--- src/rtl/sram_mem_controller.sv ---
// MEM-stage data memory sequencer: splits each 32-bit access into
// two timed 16-bit accesses on an external asynchronous SRAM.
module sram_mem_controller #(
  parameter int unsigned BASE_ADDR   = 1024,
  parameter int unsigned WAIT_CYCLES = 2
) (
  input  logic        clk,
  input  logic        rst,
  input  logic        rd_en,
  input  logic        wr_en,
  input  logic [31:0] address,
  input  logic [31:0] write_data,
  output logic [31:0] read_data,
  output logic        ready,
  output logic [17:0] sram_addr,
  output logic        sram_we_n,
  output logic [15:0] sram_dq_o,
  output logic        sram_dq_oe,
  input  logic [15:0] sram_dq_i
);

  typedef enum logic [1:0] {
    IDLE,
    LO,
    HI,
    DONE
  } state_t;

  localparam logic [3:0] LAST = 4'(WAIT_CYCLES - 1);

  state_t      state;
  state_t      state_nx;
  logic        op;
  logic [3:0]  cnt;
  logic [16:0] word_q;
  logic [31:0] wdata_q;
  logic [17:0] addr_q;
  logic [15:0] dq_q;
  logic [16:0] word;
  logic        req;
  logic        busy;
  logic        last;

  assign word = 17'((address - 32'(BASE_ADDR)) >> 2);
  assign req  = rd_en | wr_en;
  assign busy = (state == LO) || (state == HI);
  assign last = (cnt == LAST);

  always_comb begin
    state_nx = state;
    ready    = 1'b0;
    unique case (state)
      IDLE: begin
        ready = ~req;
        if (req) state_nx = LO;
      end
      LO:   if (last) state_nx = HI;
      HI:   if (last) state_nx = DONE;
      DONE: begin
        ready    = 1'b1;
        state_nx = IDLE;
      end
      default: state_nx = IDLE;
    endcase
  end

  // Address and data hold their last driven value outside LO/HI.
  always_comb begin
    sram_addr  = addr_q;
    sram_dq_o  = dq_q;
    sram_dq_oe = 1'b0;
    sram_we_n  = 1'b1;
    if (busy) begin
      sram_addr  = {word_q, state == HI};
      sram_dq_o  = (state == HI) ? wdata_q[31:16] : wdata_q[15:0];
      sram_dq_oe = ~op;
      sram_we_n  = ~(~op & (cnt < LAST));
    end
  end

  always_ff @(posedge clk or negedge rst) begin
    if (!rst) begin
      state     <= IDLE;
      cnt       <= '0;
      op        <= 1'b0;
      word_q    <= '0;
      wdata_q   <= '0;
      addr_q    <= '0;
      dq_q      <= '0;
      read_data <= '0;
    end else begin
      state  <= state_nx;
      addr_q <= sram_addr;
      dq_q   <= sram_dq_o;
      if (!busy || state_nx != state) cnt <= '0;
      else cnt <= cnt + 4'd1;
      if (state == IDLE && req) begin
        op      <= rd_en;
        word_q  <= word;
        wdata_q <= write_data;
      end
      if (busy && op && last) begin
        if (state == HI) read_data[31:16] <= sram_dq_i;
        else read_data[15:0] <= sram_dq_i;
      end
    end
  end

endmodule
--- config.mk ---
export PLATFORM = sky130hd
export DESIGN_NAME = sram_mem_controller
export DESIGN_NICKNAME = d
export VERILOG_FILES = /design/src/rtl/sram_mem_controller.sv
export SDC_FILE = /design/constraint.sdc
export NUM_CORES = 1
export LEC_CHECK = 0
export BUFFER_PORTS_ARGS = -buffer_cell sky130_fd_sc_hd__buf_2
export CAP_MARGIN = 40
export CORE_UTILIZATION = 53
export CTS_BUF_LIST = sky130_fd_sc_hd__clkbuf_8
export DETAILED_ROUTE_END_ITERATION = 10
export PLACE_DENSITY = 0.82
export SYNTH_ARGS = -nofsm -noshare
export SYNTH_HDL_FRONTEND = slang
export SYNTH_SLANG_ARGS = --single-unit
export TNS_END_PERCENT = 50
--- constraint.sdc ---
create_clock -name clk -period 3.1 [get_ports clk]
set_clock_uncertainty 0.1 [all_clocks]
set_input_delay 0.775 -clock clk [delete_from_list [all_inputs] [get_ports clk]]
set_output_delay 0.775 -clock clk [all_outputs]
set_load 0.005 [all_outputs]
# == Word level (Yosys, flattened, before mapping) ==
# Cells that the tools add are included.
# op_classes
add_sub_neg,2
n_lt_le_gt_ge,1
eq_ne,5
n_mux,11
n_bitwise,6
n_reduce_logical,9
# op_table
cell,n
$mux W16,2
$sub A19 B11 Y19 const B,1
$mux W18,1
$pmux W2 S4,1
$mux W2,3
$add A4 B1 Y4 const B,1
$eq A2 B2 Y1 const B,2
$eq A4 B1 Y1 const B,1
$lt A4 B1 Y1 const B,1
$mux W4,1
$not A1 Y1,4
$reduce_and A2 Y1,2
$logic_and A1 B1 Y1,3
$eq A2 B1 Y1 const B,1
$logic_not A2 Y1,1
$logic_or A1 B1 Y1,2
$mux W1,2
$ne A2 B2 Y1,1
$pmux W1 S2,1
$and A1 B1 Y1,1
$logic_not A1 Y1,1
$or A1 B1 Y1,1
# word_totals
ff_bits,122
input_bits,84
wordCells,43

# == Longest topological paths before layout ==
# depth
word_depth,6
ltp_mapped,7

# == Worst setup path after synthesis ==
# Ideal clock, no wire load.
# synth_timing
kind,flip-flop to output port
from,reg state[1]
to,out sram_addr[10]
t_arrival_ps,1703
setup_slack_ps,522
path_stages_with_launch,6
path_buffers,2
cell_sequence,dfrtp_1 -> inv_1 -> ha_1 -> buf_2 -> buf_1 -> mux2_2
# synth_between
elab_chain_cells,3
# synth_rtl
item,line_no,text
from (decl),31,state_t state;
from (signal assigned),92,state <= state_nx;
$eq A2 B1 Y1 / $eq A2 B2 Y1 (equally long branches),46,assign busy = (state == LO) || (state == HI);
$logic_or A1 B1 Y1 *,46,
$mux W18 *,73,if (busy) begin
to (decl),15,"output logic [17:0] sram_addr,"
# Every way passes the cells marked *; elsewhere a longest branch is shown, timed or not.

# == Worst setup path after layout ==
# layout_timing
from,reg state[1]
to,out sram_addr[7]
# Same word-level chain as after synthesis.

==> run metrics <==
outcome finished, final reports clean; Sw Ratio approximately 34%; crit path kind reg -> out; GP Congestion roughly 0.8; leak pwr around 2.9 nW; number of max-cap violations 0; mapped cell area between 0.005 and 0.006 sq mm; main flop type after synthesis dfrtp_1; CTS Buffer Depth 2; PortBufs 137; number of DRC markers in iteration 0 62; Post-Synth XOR/XNOR Area roughly 1.4%; Synth Area in Compound Gates between 4 and 5%; Setup TNS Final 0 ps; CTS Hold Bufs 0; CTS Buf Count 17; Slew @ Worst Pin ~570 ps; Post-Synth Adder-Cell Area ~2.5%; Hold Crit Class in -> async; Net Sw Power 0.00242 W; largest net degree at the start of global routing 47; final worst-path cycle share a little over nine tenths; wirelength, routed 9.70 mm; DRT antenna net count 0; Die Wd between 90 and 100 microns; Max IR drop VDD roughly 0.65 mV; relative slew slack ~62%; power per cell area 1130 mW/mm^2; CTS tree built; final worst slack ~140 ps; FP Rows 35; Final Hold Viols 0; Simple-Gate Fraction of Synth Area between 5 and 6%; clock root cell clkbuf_8; ANT cells 0; number of synthesized flops with an enable pin 0; mux cell area share after synthesis a little under a quarter; nets just over 600; initial core utilization a little over half; drt wl/cell 15.2 microns; antenna violations before repair 0; Die H roughly 99 microns; Peak Freq roughly 0.34 GHz; vias per cell approximately 5.3; vias about 3400; pre-CTS setup slack roughly 370 ps; combinational group share of total power 43.0%; Area Growth Syn to Fin 25.6%; total grt overflow 0; CP endpoint kind primary output; clk sinks roughly 120; Syn Area/Cell around 14 sq um; total power around 0.0071 W; Clock Latency Late Sink roughly 420 ps; Post-Synthesis Cells 361; Core Area between 0.009 and 0.01 sq mm; # IOs 153; vias in the first global route between 3000 and 4000; Slew Limit Fails 0; power share of the clock group a little under a fifth; DRC Markers 0; Worst Path Required approximately 2200 ps; die area slightly below 0.01 sq mm; utilization after layout about two thirds; Post-synth ARST share between 90% and 100%; CP startpoint kind flop; Netlist cell types 39; RSZ-0062 raised after global routing false; DP HPWL between 6 and 7 mm; DR pass1 iterations 4; largest family of logic cells by synthesized area multiplexers; Clk pin slew, worst setup/hold paths about 70 ps; Synth Register Bits around 120; Syn Nets about 460; share of layout cells above drive strength 1 52.3%; Int Pwr 0.00473 W; post-synthesis sequential area ratio 60.8%; global-route wire length before repair ~16 mm; Flop pwr share about two fifths; final setup fails 0; total track usage roughly a fifth; synth warn 0; CTS H-Tree Depth 4; Critical Path Fanout Max 32; Final min period 2960 ps; Worst EP arrival 2080 ps
## path summary, 6_finish.rpt
path | startpoint | end | slack [ps] | cells after the start
max | state[1] | sram_addr[7] | 140 | 5
min | rst | read_data[18] | 250 | 1
max reg2reg | state[1] | read_data[15] | 720 | 7
min reg2reg | word_q[16] | word_q[16] | 380 | 2
max in group asynchronous | rst | word_q[1] | 1850 | 2
min in group clk | word_q[16] | word_q[16] | 380 | 2
## repair_timing
action                                  CTS  global route
pin swaps                                 0             1
endpoints found under the setup margin   16            13
cloned                                    0             0
setup buffers                             0             2
gates resized for setup                   1             0
## cells in the mapped netlist (2+ instances only)
cell | instances | area (sq um)
a21oi_1 | 18 | 90.1
buf_1 | 2 | 7.51
buf_2 | 4 | 20.0
clkbuf_1 | 8 | 30.0
dfrtp_1 | 122 | 3050
ha_1 | 10 | 125
inv_1 | 6 | 22.5
mux2_2 | 90 | 1010
mux2i_1 | 16 | 160
nand2_1 | 13 | 48.8
nand3_1 | 3 | 15.0
nor2_1 | 24 | 90.1
nor3_1 | 3 | 15.0
nor3b_1 | 3 | 22.5
o21ai_0 | 9 | 45.0
xnor2_1 | 5 | 43.8
xor2_1 | 3 | 26.3
## power by group through the flow
stage	Combinational, W	Clock, W	Sequential (W)
after floorplan	0.00186	0	0.00269
after global placement	0.00293	0	0.00270
after detailed placement	0.00304	0	0.00276
after CTS	0.00309	0.00138	0.00273
after global routing	0.00340	0.00145	0.00282
final	0.00308	0.00134	0.00273
## per-stage QoR
step	area (sq um)	cells	hold slack, ps
final	6300	637	253
after global routing	6300	637	276
after CTS	6290	635	250
after detailed placement	5890	603	367
after global placement	5890	603	355
after floorplan	5020	361	344
## logic make-up (layout without fill, tap and decap cells)
kind of cell / Yosys count / in the layout
fa+ha+maj: 10 / 10
mux: 106 / 106
buf+inv: 22 / 187
flops: 122 / 122
simple gates: 55 / 55
xor+xnor: 8 / 8
compound gates: 38 / 38
## critical path: stages, from the launching register on
cell and delay, ps:
dfrtp_1 440, inv_1 170, ha_4 350, buf_12 190, mux2_2 370, buf_2 130
## layer usage
layer | global-route usage, % | vias to the layer above | wire length (microns)
li1 | - | 1566 | -
met1 | 23.8 | 1671 | 3850
met2 | 36.1 | 118 | 4910
met3 | 9.00 | 12 | 802
met4 | 7.01 | 0 | 127
met5 | 0 | - | 0
## sequential cells by signal (all words and copies together) (netlist names)
| register | cells |
|---|---|
| addr_q | 18 |
| cnt | 4 |
| dq_q | 16 |
| op | 1 |
| read_data | 32 |
| state | 2 |
| wdata_q | 32 |
| word_q | 17 |
## cell type report
class,instances,area [sq um]
Sequential cell,122,3050
Fill cell,659,2890
Multi-Input combinational cell,217,1890
Timing Repair Buffer,149,816
Clock buffer,17,234
Clock inverter,15,153
Tap cell,111,139
Inverter,6,22.5
## cells in the final DEF (no fill, tap or decap), drive strengths merged, types with 2 or more instances in the layout
master	instances
clkbuf	17
clkinvlp	3
mux2	90
nor3	4
xnor2	5
nand3	3
nand2	13
clkinv	6
o21ai	10
inv	10
nor2	24
dfrtp	122
bufinv	2
ha	10
nor3b	3
buf	149
xor2	3
a21oi	18
mux2i	16
(Power assumes the default switching activity.)
